===== src/rtl/ram_sp_req_bridge_if.sv =====
// Request/response/RAM-control bundle for ram_sp_req_bridge.
// Signal names keep the bridge's point of view (i_ = into bridge, o_ = out of bridge).
interface ram_sp_req_bridge_if #(
    parameter int WORD_BIT_WIDTH = 32,
    parameter int DEPTH          = 8
);
    localparam int AW = $clog2(DEPTH);
    localparam int BW = WORD_BIT_WIDTH / 8;

    logic                      i_req_valid;
    logic                      o_req_ready;
    logic                      i_req_we;
    logic [AW-1:0]             i_req_word_addr;
    logic [WORD_BIT_WIDTH-1:0] i_req_data;
    logic [BW-1:0]             i_req_byte_en;

    logic                      o_rsp_valid;
    logic                      i_rsp_ready;
    logic                      o_rsp_is_wr;
    logic [WORD_BIT_WIDTH-1:0] o_rsp_data;

    logic                      o_ram_we;
    logic [AW-1:0]             o_ram_word_addr;
    logic [WORD_BIT_WIDTH-1:0] o_ram_data;
    logic [BW-1:0]             o_ram_wr_byte_en;
    logic [WORD_BIT_WIDTH-1:0] i_ram_data;

    modport slave (
        input  i_req_valid, i_req_we, i_req_word_addr, i_req_data, i_req_byte_en,
        input  i_rsp_ready, i_ram_data,
        output o_req_ready, o_rsp_valid, o_rsp_is_wr, o_rsp_data,
        output o_ram_we, o_ram_word_addr, o_ram_data, o_ram_wr_byte_en
    );

    modport master (
        output i_req_valid, i_req_we, i_req_word_addr, i_req_data, i_req_byte_en,
        output i_rsp_ready, i_ram_data,
        input  o_req_ready, o_rsp_valid, o_rsp_is_wr, o_rsp_data,
        input  o_ram_we, o_ram_word_addr, o_ram_data, o_ram_wr_byte_en
    );
endinterface


===== src/rtl/ram_sp_req_bridge.sv =====
// Valid/ready front-end for a single-port write-first RAM: one transaction in flight,
// registered RAM controls, read-latency tracking and a held response channel.
module ram_sp_req_bridge #(
    parameter int WORD_BIT_WIDTH = 32,
    parameter int DEPTH          = 8,
    parameter int READ_LATENCY   = 1
) (
    input  logic                 i_clk,
    input  logic                 i_sync_rst_n,
    ram_sp_req_bridge_if.slave   bus
);
    localparam int AW = $clog2(DEPTH);
    localparam int BW = WORD_BIT_WIDTH / 8;
    localparam logic [1:0] RD_WAIT = 2'(READ_LATENCY);

    if (WORD_BIT_WIDTH < 8 || (WORD_BIT_WIDTH & (WORD_BIT_WIDTH - 1)) != 0) begin : g_bad_width
        $error("WORD_BIT_WIDTH must be a power of 2 and >= 8");
    end
    if (DEPTH < 2 || (DEPTH & (DEPTH - 1)) != 0) begin : g_bad_depth
        $error("DEPTH must be a power of 2");
    end
    if (READ_LATENCY != 1 && READ_LATENCY != 2) begin : g_bad_latency
        $error("READ_LATENCY must be 1 or 2");
    end

    typedef enum logic [1:0] {
        S_IDLE = 2'd0,
        S_BUSY = 2'd1,
        S_RESP = 2'd2
    } state_t;

    state_t                    state_q, state_d;
    logic [1:0]                cnt_q, cnt_d;
    logic                      op_we_q, op_we_d;
    logic                      rsp_valid_q, rsp_valid_d;
    logic                      rsp_is_wr_q, rsp_is_wr_d;
    logic [WORD_BIT_WIDTH-1:0] rsp_data_q, rsp_data_d;
    logic                      ram_we_q, ram_we_d;
    logic [AW-1:0]             ram_addr_q, ram_addr_d;
    logic [WORD_BIT_WIDTH-1:0] ram_data_q, ram_data_d;
    logic [BW-1:0]             ram_be_q, ram_be_d;

    always_comb begin
        state_d     = state_q;
        cnt_d       = cnt_q;
        op_we_d     = op_we_q;
        rsp_valid_d = rsp_valid_q;
        rsp_is_wr_d = rsp_is_wr_q;
        rsp_data_d  = rsp_data_q;
        ram_we_d    = ram_we_q;
        ram_addr_d  = ram_addr_q;
        ram_data_d  = ram_data_q;
        ram_be_d    = ram_be_q;

        case (state_q)
            S_IDLE: begin
                if (bus.i_req_valid) begin
                    ram_addr_d = bus.i_req_word_addr;
                    ram_data_d = bus.i_req_data;
                    ram_we_d   = bus.i_req_we;
                    ram_be_d   = bus.i_req_we ? bus.i_req_byte_en : '0;
                    op_we_d    = bus.i_req_we;
                    cnt_d      = bus.i_req_we ? 2'd1 : RD_WAIT;
                    state_d    = S_BUSY;
                end
            end
            S_BUSY: begin
                // The write strobe lives for exactly the accept cycle.
                ram_we_d = 1'b0;
                ram_be_d = '0;
                cnt_d    = cnt_q - 2'd1;
                if (cnt_q == 2'd1) begin
                    rsp_valid_d = 1'b1;
                    rsp_is_wr_d = op_we_q;
                    rsp_data_d  = op_we_q ? '0 : bus.i_ram_data;
                    state_d     = S_RESP;
                end
            end
            S_RESP: begin
                if (bus.i_rsp_ready) begin
                    rsp_valid_d = 1'b0;
                    state_d     = S_IDLE;
                end
            end
            default: begin
                state_d = S_IDLE;
            end
        endcase
    end

    always_ff @(posedge i_clk) begin
        if (!i_sync_rst_n) begin
            state_q     <= S_IDLE;
            cnt_q       <= 2'd0;
            op_we_q     <= 1'b0;
            rsp_valid_q <= 1'b0;
            rsp_is_wr_q <= 1'b0;
            rsp_data_q  <= '0;
            ram_we_q    <= 1'b0;
            ram_addr_q  <= '0;
            ram_data_q  <= '0;
            ram_be_q    <= '0;
        end else begin
            state_q     <= state_d;
            cnt_q       <= cnt_d;
            op_we_q     <= op_we_d;
            rsp_valid_q <= rsp_valid_d;
            rsp_is_wr_q <= rsp_is_wr_d;
            rsp_data_q  <= rsp_data_d;
            ram_we_q    <= ram_we_d;
            ram_addr_q  <= ram_addr_d;
            ram_data_q  <= ram_data_d;
            ram_be_q    <= ram_be_d;
        end
    end

    // Ready is gated by reset so nothing is accepted while reset is held.
    assign bus.o_req_ready      = (state_q == S_IDLE) && i_sync_rst_n;
    assign bus.o_rsp_valid      = rsp_valid_q;
    assign bus.o_rsp_is_wr      = rsp_is_wr_q;
    assign bus.o_rsp_data       = rsp_data_q;
    assign bus.o_ram_we         = ram_we_q;
    assign bus.o_ram_word_addr  = ram_addr_q;
    assign bus.o_ram_data       = ram_data_q;
    assign bus.o_ram_wr_byte_en = ram_be_q;
endmodule


===== src/flat_wrapper.sv =====
// flat-port wrapper written by rule: the top's interface ports become plain ports
module ram_sp_req_bridge_flat 
#(
    parameter int WORD_BIT_WIDTH = 32,
    parameter int DEPTH          = 8,
    parameter int READ_LATENCY   = 1
)
  (i_clk, i_sync_rst_n, bus_i_req_valid, bus_i_req_we, bus_i_req_word_addr, bus_i_req_data, bus_i_req_byte_en, bus_i_rsp_ready, bus_i_ram_data, bus_o_req_ready, bus_o_rsp_valid, bus_o_rsp_is_wr, bus_o_rsp_data, bus_o_ram_we, bus_o_ram_word_addr, bus_o_ram_data, bus_o_ram_wr_byte_en);
  ram_sp_req_bridge_if #(.WORD_BIT_WIDTH(WORD_BIT_WIDTH), .DEPTH(DEPTH)) bus_i ();
  input  logic i_clk;
  input  logic i_sync_rst_n;
  input wire logic [$bits(bus_i.i_req_valid)-1:0] bus_i_req_valid;
  input wire logic [$bits(bus_i.i_req_we)-1:0] bus_i_req_we;
  input wire logic [$bits(bus_i.i_req_word_addr)-1:0] bus_i_req_word_addr;
  input wire logic [$bits(bus_i.i_req_data)-1:0] bus_i_req_data;
  input wire logic [$bits(bus_i.i_req_byte_en)-1:0] bus_i_req_byte_en;
  input wire logic [$bits(bus_i.i_rsp_ready)-1:0] bus_i_rsp_ready;
  input wire logic [$bits(bus_i.i_ram_data)-1:0] bus_i_ram_data;
  output wire logic [$bits(bus_i.o_req_ready)-1:0] bus_o_req_ready;
  output wire logic [$bits(bus_i.o_rsp_valid)-1:0] bus_o_rsp_valid;
  output wire logic [$bits(bus_i.o_rsp_is_wr)-1:0] bus_o_rsp_is_wr;
  output wire logic [$bits(bus_i.o_rsp_data)-1:0] bus_o_rsp_data;
  output wire logic [$bits(bus_i.o_ram_we)-1:0] bus_o_ram_we;
  output wire logic [$bits(bus_i.o_ram_word_addr)-1:0] bus_o_ram_word_addr;
  output wire logic [$bits(bus_i.o_ram_data)-1:0] bus_o_ram_data;
  output wire logic [$bits(bus_i.o_ram_wr_byte_en)-1:0] bus_o_ram_wr_byte_en;
  assign bus_i.i_req_valid = bus_i_req_valid;
  assign bus_i.i_req_we = bus_i_req_we;
  assign bus_i.i_req_word_addr = bus_i_req_word_addr;
  assign bus_i.i_req_data = bus_i_req_data;
  assign bus_i.i_req_byte_en = bus_i_req_byte_en;
  assign bus_i.i_rsp_ready = bus_i_rsp_ready;
  assign bus_i.i_ram_data = bus_i_ram_data;
  assign bus_o_req_ready = bus_i.o_req_ready;
  assign bus_o_rsp_valid = bus_i.o_rsp_valid;
  assign bus_o_rsp_is_wr = bus_i.o_rsp_is_wr;
  assign bus_o_rsp_data = bus_i.o_rsp_data;
  assign bus_o_ram_we = bus_i.o_ram_we;
  assign bus_o_ram_word_addr = bus_i.o_ram_word_addr;
  assign bus_o_ram_data = bus_i.o_ram_data;
  assign bus_o_ram_wr_byte_en = bus_i.o_ram_wr_byte_en;
  ram_sp_req_bridge #(.WORD_BIT_WIDTH(WORD_BIT_WIDTH), .DEPTH(DEPTH), .READ_LATENCY(READ_LATENCY)) u_core (.i_clk(i_clk), .i_sync_rst_n(i_sync_rst_n), .bus(bus_i));
endmodule

===== config.mk =====
export PLATFORM = sky130hd
export DESIGN_NAME = ram_sp_req_bridge_flat
export DESIGN_NICKNAME = d
export VERILOG_FILES = /design/src/rtl/ram_sp_req_bridge_if.sv /design/src/rtl/ram_sp_req_bridge.sv /design/src/flat_wrapper.sv
export SDC_FILE = /design/constraint.sdc
export NUM_CORES = 1
export LEC_CHECK = 0
export CAP_MARGIN = 20
export CORE_ASPECT_RATIO = 1.25
export CORE_MARGIN = 4
export CORE_UTILIZATION = 44
export DETAILED_ROUTE_END_ITERATION = 10
export HOLD_SLACK_MARGIN = 0.1
export PLACE_DENSITY_LB_ADDON = 0.2
export SETUP_SLACK_MARGIN = 0.1
export SYNTH_ARGS = -nofsm -noshare
export SYNTH_HDL_FRONTEND = slang
export SYNTH_SLANG_ARGS = --single-unit

===== constraint.sdc =====
create_clock -name i_clk -period 3 [get_ports i_clk]
set_input_delay 0.75 -clock i_clk [delete_from_list [all_inputs] [get_ports i_clk]]
set_output_delay 0.75 -clock i_clk [all_outputs]
set_load 0.03 [all_outputs]

==> results.cfg, run 1 <==
[run_status]
run_status = completed

[synth]
synthArstFlopShare_pct = 0
synth_xor_area_share_pct = 0
synthMuxAreaShare_pct = 0
synthAdderAreaFrac_pct = 0.390
synth_compound_area_share_pct = 18.6
syn_inst = 354
synth_edf_count = 0
synth.avg_cell_area_um2 = 9.07
synth-simple-area-share_pct = 24.7
synth_nets = 431
synth-main-ff-cell = dfxtp_1
synth_top_family_by_area = simple AND/OR/NAND/NOR gates
ys_ff_latch = 79
yosysUniqueCellTypes = 25
synth_warnings = 0
ys_seq_area_share_pct = 49.3
syn_area_um2 = 3210

[critical_path]
critPathMaxStageDelay_ns = 0.71
critPathKind = reg -> out
cp_top_family = buffers and inverters
cp-start-kind = register
cp_max_fo = 3
crit_path_end_kind = output port
crit_path_cell_trace = clkdlybuf4s50_1
cp.buffers_inverters = 1
slowest_stage = clkdlybuf4s50_1
cp.arrival_ns = 1.40
crit_required_ns = 2.25

[route]
drt_iter0_drc = 155
wl_per_cell_um = 14.4
firstDrtPassIters = 4
num_vias = 2882
drc = 0
routed_wl_um = 8450
vias_per_cell = 4.93
drtAntennaViolNets = 0

[floorplan]
num_rows = 34
start_util_pct = 45.7
core_um2 = 7020
io_pins = 151
dieArea_um2 = 8740
die_height_um = 104
die-width_um = 84.4

[clock_network]
h-tree-depth = 3
cts_resized = 0
clockBufferDepth = 2
clock-sinks = 79
insertion_delay_ns = 0.34
post_cts_buffers = 0
cts-root-buf = clkbuf_8
cts_tree = done
cts_hold_buf = 0
cts.reportedPaths.clkPinSlew_ns = 0.08
cts_buffers = 9

[pwr]
p_sw_uw = 657
p_sw_share_pct = 25.9
seqPwrFrac_pct = 45.2
peakVddDrop_uv = 349
comb_power_share_pct = 19.5
p_leak_uw = 0.00173
power_frac_clock_pct = 35.3
power_density_nw_per_um2 = 522
internal_power_uw = 1880

[placed_design]
port_buffers = 150
hpwl_um = 5920
post-place-cells = 570
finalWeightedCongestion = 0.716
dpl_cell_area_um2 = 4630

[timing]
maxSlewHeadroom_pct = 36.8
tightestPinTransition_ns = 0.946
period_minus_slack_ns = 2.15
finalCritPeriodShare_pct = 71.8
hold_violations = 0
grt_setup_unrepaired = false
drv_slew = 0
fmax_ghz = 0.464
final-setup-viol-count = 0
setup_tns_ns = 0
fin_worst_skew_ns = 0.00901

[final_layout]
syn_to_final_growth_pct = 51.4
fin_area_um2 = 4860
final_util_pct = 69.3
multi_input_area_um2 = 1400
layout-drive-gt1-share_pct = 4.65
n_fill_cell = 558
antennaDiodeCount = 0
seq_area_um2 = 1580
nets = 568
layoutNonFillerInstCount = 585

[run]
drv_cap = 0

[global_routing]
antenna_found_initial = 0
gr-usage-all-layers_pct = 19.6
grt_pass1_vias = 2949
grt_overflow_total = 0
grt_start_max_net_pins = 80
grt_pass1_wl_um = 14200

[min_path]
min_path_type = reg -> reg
[power groups by stage]
stage | Sequential [µW] | Clock [µW] | Combinational [µW]
CTS | 1150 | 918 | 501
global route | 1160 | 961 | 533
global placement | 1170 | 0 | 492
detailed placement | 1170 | 0 | 500
floorplan | 1260 | 0 | 189
finish | 1150 | 895 | 496
[kinds of logic after synthesis]
kind of cell / after synthesis
AOI/OAI and AO/OA: 81
adders and majority gates: 1
buffers and inverters: 30
DFF: 79
and+or+nand+nor: 163
[area by class of cell]
| cell class | instances | share of cell area [%] |
|---|---|---|
| repair buffers | 155 | 31.5 |
| well taps | 90 | 2.32 |
| inverters | 1 | 0.0772 |
| clock inverters | 3 | 1.34 |
| clock buffers | 12 | 3.40 |
| multi-input cells | 245 | 28.8 |
| flip-flops and latches | 79 | 32.5 |
[sequential cells by signal (all words and copies together) (netlist names)]
name	count
u_core.bus.o_ram_data	32
u_core.bus.o_ram_we	1
u_core.bus.o_ram_wr_byte_en	4
u_core.bus.o_rsp_is_wr	1
u_core.bus.o_ram_word_addr	3
u_core.state_q	2
u_core.bus.o_rsp_data	32
u_core.bus.o_rsp_valid	1
u_core.op_we_q	1
u_core.cnt_q	2
[cell usage in the layout, fill, tap and decap left out, drive strengths merged, types with 3 or more instances in the layout]
cell and instances:
nand3 8, buf 7, nand2 109, dfxtp 79, clkbuf 12, nand3b 34, a21oi 3, a21boi 75
clkdlybuf4s50 148
[worst paths after layout]
kind                                          startpoint                                      to  slack (ns)  cells past startpoint
setup reg to reg          u_core.state_q[0]$_SDFFE_PN0P_   u_core.bus.o_rsp_data[1]$_SDFFE_PN0P_        1.20                      4
setup / recovery     u_core.bus.o_rsp_valid$_SDFFE_PN0P_                         bus_o_rsp_valid        0.85                      1
hold reg to reg   u_core.bus.o_rsp_data[26]$_SDFFE_PN0P_  u_core.bus.o_rsp_data[26]$_SDFFE_PN0P_        0.45                      2
hold / removal    u_core.bus.o_rsp_data[26]$_SDFFE_PN0P_  u_core.bus.o_rsp_data[26]$_SDFFE_PN0P_        0.45                      2
[cell usage after synthesis, drive strengths merged, types with 2 or more instances]
cell type,count,area (µm²)
nand3,8,40.0
buf,18,181
nor3b,2,26.3
nand3b,34,255
clkbuf,11,41.3
a21oi,3,15.0
o21ai,2,10.0
dfxtp,79,1580
nand2,109,409
a21boi,75,563
and2,2,12.5
nor2,2,7.51
nand2b,2,12.5
[per-layer routing]
metal,global-route usage (%),wire length [µm]
met5,0,0
met4,6.90,140
met3,5.08,637
met2,32.7,4030
met1,24.4,3640
[through the flow]
step,power (µW),setup slack (ns),hold WS [ns]
after floorplan,1450,0.541,0.442
after global placement,1660,0.784,0.436
after detailed placement,1670,0.673,0.441
after CTS,2570,0.829,0.452
after global routing,2650,0.805,0.466
final,2540,0.847,0.448
Note: power is estimated with default switching activity, not from simulation.
==> run 2, diff against run 1 <==
--- a/config.mk
+++ b/config.mk
@@ -8,7 +8,7 @@
 export CAP_MARGIN = 20
 export CORE_ASPECT_RATIO = 1.25
 export CORE_MARGIN = 4
-export CORE_UTILIZATION = 44
+export CORE_UTILIZATION = 37
 export DETAILED_ROUTE_END_ITERATION = 10
 export HOLD_SLACK_MARGIN = 0.1
 export PLACE_DENSITY_LB_ADDON = 0.2
==> constraint.sdc (replaced) <==
create_clock -name i_clk -period 1.9 [get_ports i_clk]
set_input_delay 0.475 -clock i_clk [delete_from_list [all_inputs] [get_ports i_clk]]
set_output_delay 0.475 -clock i_clk [all_outputs]
set_load 0.03 [all_outputs]
==> results.cfg, run 2 (synthesis gave the netlist of run 1 again) <==
[critical_path]
reg2regPathDepth = 4
r2r_start = u_core.state_q[0]$_SDFFE_PN0P_
crit_path_cell_trace = nor3b_2, buf_4
crit_required_ns = 1.42
cp.arrival_ns = 1.23
cp-start-kind = register
cp_max_fo = 11
worstReg2RegEnd = u_core.bus.o_rsp_data[1]$_SDFFE_PN0P_
critPathKind = reg -> out
crit_path_end_kind = output port
slowest_stage = dfxtp_1
critPathMaxStageDelay_ns = 0.43
reg2reg_slack_ns = 0.37

[floorplan]
core_um2 = 8330
die_height_um = 112
num_rows = 37
dieArea_um2 = 10200
start_util_pct = 38.5
io_pins = 151
die-width_um = 91.3

[timing]
drv_slew = 0
fmax_ghz = 0.586
setup_tns_ns = 0
finalCritPeriodShare_pct = 89.9
period_minus_slack_ns = 1.71
final-setup-viol-count = 0
hold_violations = 0
fin_worst_skew_ns = 0.00605
hold_slack_ns = 0.446
maxSlewHeadroom_pct = 56.3
tightestPinTransition_ns = 0.656
grt_setup_unrepaired = false
worst_slack_ns = 0.192

[run]
drv_cap = 0

[route]
vias_per_cell = 4.81
drt_iter0_drc = 96
drtAntennaViolNets = 0
num_vias = 2867
firstDrtPassIters = 4
routed_wl_um = 8220
drc = 0
wl_per_cell_um = 13.8

[pwr]
peakVddDrop_uv = 459
p_leak_uw = 0.00208
power_density_nw_per_um2 = 812

[clock_network]
cts_tree = done
clock-sinks = 79
h-tree-depth = 3
cts.reportedPaths.clkPinSlew_ns = 0.08
post_cts_buffers = 0
cts_resized = 74
cts-root-buf = clkbuf_8
insertion_delay_ns = 0.34
cts_hold_buf = 0
clockBufferDepth = 2
cts_buffers = 9

[run_status]
run_status = completed

[final_layout]
multi_input_area_um2 = 1410
layoutNonFillerInstCount = 596
final_cell_mix = 109 x nand2_1, 79 x dfxtp_1, 74 x clkdlybuf4s50_1, 74 x dlygate4sd2_1, 48 x a21boi_1
syn_to_final_growth_pct = 50.4
layout-drive-gt1-share_pct = 5.61
antennaDiodeCount = 0
final_util_pct = 57.9
n_fill_cell = 794
seq_area_um2 = 1580
nets = 571
layout_commonest_cell = nand2_1

[global_routing]
grt_start_max_net_pins = 80
gr-usage-all-layers_pct = 15.8
antenna_found_initial = 0
grt_overflow_total = 0
grt_pass1_vias = 2820
grt_pass1_wl_um = 13300

[min_path]
holdPathEnd = u_core.bus.o_rsp_data[4]$_SDFFE_PN0P_
min-delay-start = u_core.bus.o_rsp_data[4]$_SDFFE_PN0P_
hold_depth = 2
min_path_type = reg -> reg

[placed_design]
dp_slack_ns = 0.0233
finalWeightedCongestion = 0.684
hpwl_um = 5600
post-place-cells = 580
port_buffers = 150
[run 2: changes by cell type in the layout (fill, tap and decap cells not counted), sizes merged]
cell and change:
dlygate4sd2 +74, clkdlybuf4s50 -74, buf +3, clkbuf +2, bufinv -1
[run 2: metal layers]
metal	part of all wire [%]	vias to the layer above	global-route usage, %
li1	-	1450	-
met1	43	1316	18.1
met2	48	96	26.6
met3	8.5	5	6.64
met4	0.75	0	5.53
met5	0	-	0
[run 2: critical path: cells and delay by family, from the launching register on]
kind | cells | cell delay [ns]
AND/OR/NAND/NOR | 1 | 0.25
buffers and inverters | 1 | 0.20
flip-flops | 1 | 0.43
[run 2: worst max-delay path by stage]
| stage | start | end | slack (ns) | depth (start not counted) |
|---|---|---|---|---|
| 2_1_floorplan | i_sync_rst_n | bus_o_req_ready | 0.28 | 2 |
| 3_3_place_gp | bus_i_req_valid | u_core.bus.o_ram_wr_byte_en[0]$_SDFFE_PN0P_ | 0.06 | 5 |
| 3_5_place_dp | bus_i_req_valid | u_core.bus.o_ram_data[22]$_SDFFE_PN0P_ | 0.02 | 5 |
| 4_1_cts | u_core.state_q[1]$_SDFFE_PN0P_ | bus_o_req_ready | 0.15 | 2 |
| 5_1_grt | u_core.state_q[0]$_SDFFE_PN0P_ | bus_o_req_ready | 0.12 | 2 |
| 6_report | u_core.state_q[1]$_SDFFE_PN0P_ | bus_o_req_ready | 0.19 | 2 |
[run 2: per-stage QoR]
stage | instance area, µm² | power (µW)
2_1_floorplan | 3220 | 2290
3_3_place_gp | 4690 | 2650
3_5_place_dp | 4690 | 2660
4_1_cts | 4830 | 3980
5_1_grt | 4830 | 4100
6_report | 4830 | 3920
[run 2: where the power goes]
part / switching, µW / internal (µW)
Sequential: 51.5 / 1750
Clock: 581 / 785
Combinational: 408 / 346
Total: 1040 / 2880
[run 2: area by class of cell]
cell class / instances / area share, %
sequential: 79 / 32.8
timing repair buffer: 158 / 30.8
multi-input combinational: 245 / 29.2
clock buffer: 14 / 3.99
tap: 97 / 2.51
clock inverter: 2 / 0.726
inverter: 1 / 0.0777
==> patch (config.mk and constraints of run 1) <==
`rsp_data_q` and `ram_data_q` no longer have a reset.
--- a/src/rtl/ram_sp_req_bridge.sv
+++ b/src/rtl/ram_sp_req_bridge.sv
@@ -96,8 +96,6 @@
             rsp_valid_q <= 1'b0;
             rsp_is_wr_q <= 1'b0;
-            rsp_data_q  <= '0;
             ram_we_q    <= 1'b0;
             ram_addr_q  <= '0;
-            ram_data_q  <= '0;
             ram_be_q    <= '0;
         end else begin
@@ -107,10 +105,13 @@
             rsp_valid_q <= rsp_valid_d;
             rsp_is_wr_q <= rsp_is_wr_d;
-            rsp_data_q  <= rsp_data_d;
             ram_we_q    <= ram_we_d;
             ram_addr_q  <= ram_addr_d;
-            ram_data_q  <= ram_data_d;
             ram_be_q    <= ram_be_d;
         end
+    end
+
+    always_ff @(posedge i_clk) begin
+        rsp_data_q <= rsp_data_d;
+        ram_data_q <= ram_data_d;
     end
 
Check against the original RTL: not equivalent (Yosys sat finds a counterexample within 4 cycles, from zero or initial values and one cycle with i_sync_rst_n low).
==> patch against run 1 <==
Wire length fell by 27%. Final area down 7.5%. Critical path type is now in -> out. Clock power fell by 30%. Sequential cell count stayed put. Worst setup slack got worse by 0.23 ns. Cell count shrank 31%. Total power fell by 7.9%. Area after synthesis shrank 14%. Non-clock buffer count decreased by 2.
==> patch: results (changes against run 1) <==
status: "completed"  # unchanged
synth_edf_count: 64  # was 0
cpPeakStageDelay_ns: 0.52  # was 0.71 ns
wirelength_um: 6140  # was 8450 um
yosysSeqAreaShare: 0.808  # was 0.493
syn_nets: 238  # was 431
holdCritStartpoint: "u_core.bus.o_ram_we"  # was u_core.bus.o_rsp_data[26]
portBuffers: 150  # unchanged
synth.distinct_cells: 28  # was 25
regToRegEndpoint: "u_core.bus.o_rsp_data[0]"  # was u_core.bus.o_rsp_data[1]
place_congestion: 0.746  # was 0.716
ys_top_cells_by_count: "edfxtp_1, nor2b_1, dfxtp_1, nand2_1"  # was nand2_1, dfxtp_1, a21boi_1, nand3b_1, a21boi_0
peakVddDrop_v: 0.000331  # was 0.000349 V
critPathSlowestCell: "clkdlybuf4s50_1"  # unchanged
vias: 1850  # was 2882
layout.cells.non_filler: 405  # was 585
tightest_slew_ns: 0.921  # was 0.946 ns
synthTopCellsByArea: "edfxtp_1, dfxtp_1, nor2b_1, and2b_1, a22o_1"  # was dfxtp_1, nand2_1, a21boi_1, nand3b_1, a21boi_0
layout.nets: 396  # was 568
antenna_cells: 0  # unchanged
avgSynthCellArea_um2: 17.1  # was 9.07 um2
fill_cells: 399  # was 558
place_inst: 390  # was 570
antenna_found_initial: 0  # unchanged
r2r_setup_slack_ns: 1.19
cts-root-buf: "clkbuf_8"  # unchanged
drt-pass1-iter-count: 4  # unchanged
cp.arrival_ns: 1.63  # was 1.40 ns
cts_setup_buffers: 0  # unchanged
fin_worst_skew_ns: 0.00833  # was 0.00901 ns
clock_latency_ns: 0.34  # about the same
crit_path_max_fanout: 4  # was 3
intPower_mw: 1.76  # was 1.88 mW
p_leak_nw: 1.59  # was 1.73 nW
hold-path-endpoint: "u_core.bus.o_ram_we"  # was u_core.bus.o_rsp_data[26]
grt_max_degree: 40  # was 80
post-dp-hpwl_um: 4580  # was 5920 um
min_path_cells: 1  # was 2
ys.flop_type: "edfxtp_1"  # was dfxtp_1
tns_ns: 0  # unchanged
grt_pass1_wl_um: 9200  # was 14200 um
initialDrtViolationCount: 66  # was 155
layout-drive-gt1-share: 0.0650  # was 0.0465
reg2reg_depth: 2  # was 4
globalRouteTotalUtil: 0.165  # was 0.196
patch: changes by cell type in the layout (fill, tap and decap cells not counted), moves of 4 or more:
| cell | before | now |
|---|---|---|
| nand2_1 | 109 | 8 |
| dfxtp_1 | 79 | 15 |
| edfxtp_1 | 0 | 64 |
| a21boi_1 | 48 | 0 |
| nand3b_1 | 34 | 1 |
| a21boi_0 | 27 | 0 |
| nor2b_1 | 1 | 28 |
| and2b_1 | 0 | 5 |
| a22o_1 | 0 | 4 |
| nand3_1 | 8 | 4 |
patch: kinds of logic after synthesis:
kind of cell,synth area share
DFF,0.808
AOI/OAI and AO/OA,0.0409
and+or+nand+nor,0.125
muxes,0.00364
adders and majority gates,0.00455
buffers and inverters,0.0182
patch: power groups by stage:
stage / registers (mW) / clock network (mW) / logic (mW)
final: 1.29 / 0.629 / 0.420
after global placement: 1.31 / 0 / 0.417
after detailed placement: 1.32 / 0 / 0.424
after global routing: 1.30 / 0.697 / 0.445
after floorplan: 1.43 / 0 / 0.0892
after CTS: 1.29 / 0.650 / 0.425
patch: how the worst max path moves through the flow:
stage                          from                  endpoint  slack (ns)
finish                 i_sync_rst_n           bus_o_req_ready        0.62
global route           i_sync_rst_n           bus_o_req_ready        0.57
CTS                    i_sync_rst_n           bus_o_req_ready        0.62
detailed placement     i_sync_rst_n           bus_o_req_ready        0.61
global placement       i_sync_rst_n           bus_o_req_ready        0.64
floorplan           u_core.cnt_q[0]  u_core.bus.o_rsp_data[0]        0.57
patch: layer usage:
layer,up-vias,track usage,routed length [um],share of wire
met5,-,0,0,0
met4,0,0.106,235,0.038
met3,20,0.0482,457,0.074
met2,86,0.288,3290,0.54
met1,851,0.176,2160,0.35
li1,893,-,-,-
patch: critical path, delay by kind of cell:
| kind | cells | cell delay, ns |
|---|---|---|
| buffers and inverters | 2 | 0.69 |
| AND/OR/NAND/NOR | 2 | 0.19 |
patch: per-stage QoR:
step	util	power, mW	hold WS (ns)	instance area [um2]	setup WS [ns]
2_1_floorplan	-	1.51	0.436	2750	0.571
3_3_place_gp	0.732	1.73	0.433	4340	0.635
3_5_place_dp	0.732	1.74	0.451	4340	0.614
4_1_cts	0.758	2.37	0.463	4500	0.616
5_1_grt	0.758	2.44	0.491	4500	0.569
6_report	0.758	2.34	0.459	4500	0.621
patch: layout make-up:
type | instances | share of cell area
multi-input cells | 73 | 0.108
repair buffers | 153 | 0.338
flip-flops and latches | 79 | 0.494
well taps | 82 | 0.0228
inverters | 3 | 0.00250
clock inverters | 6 | 0.00640
clock buffers | 9 | 0.0275
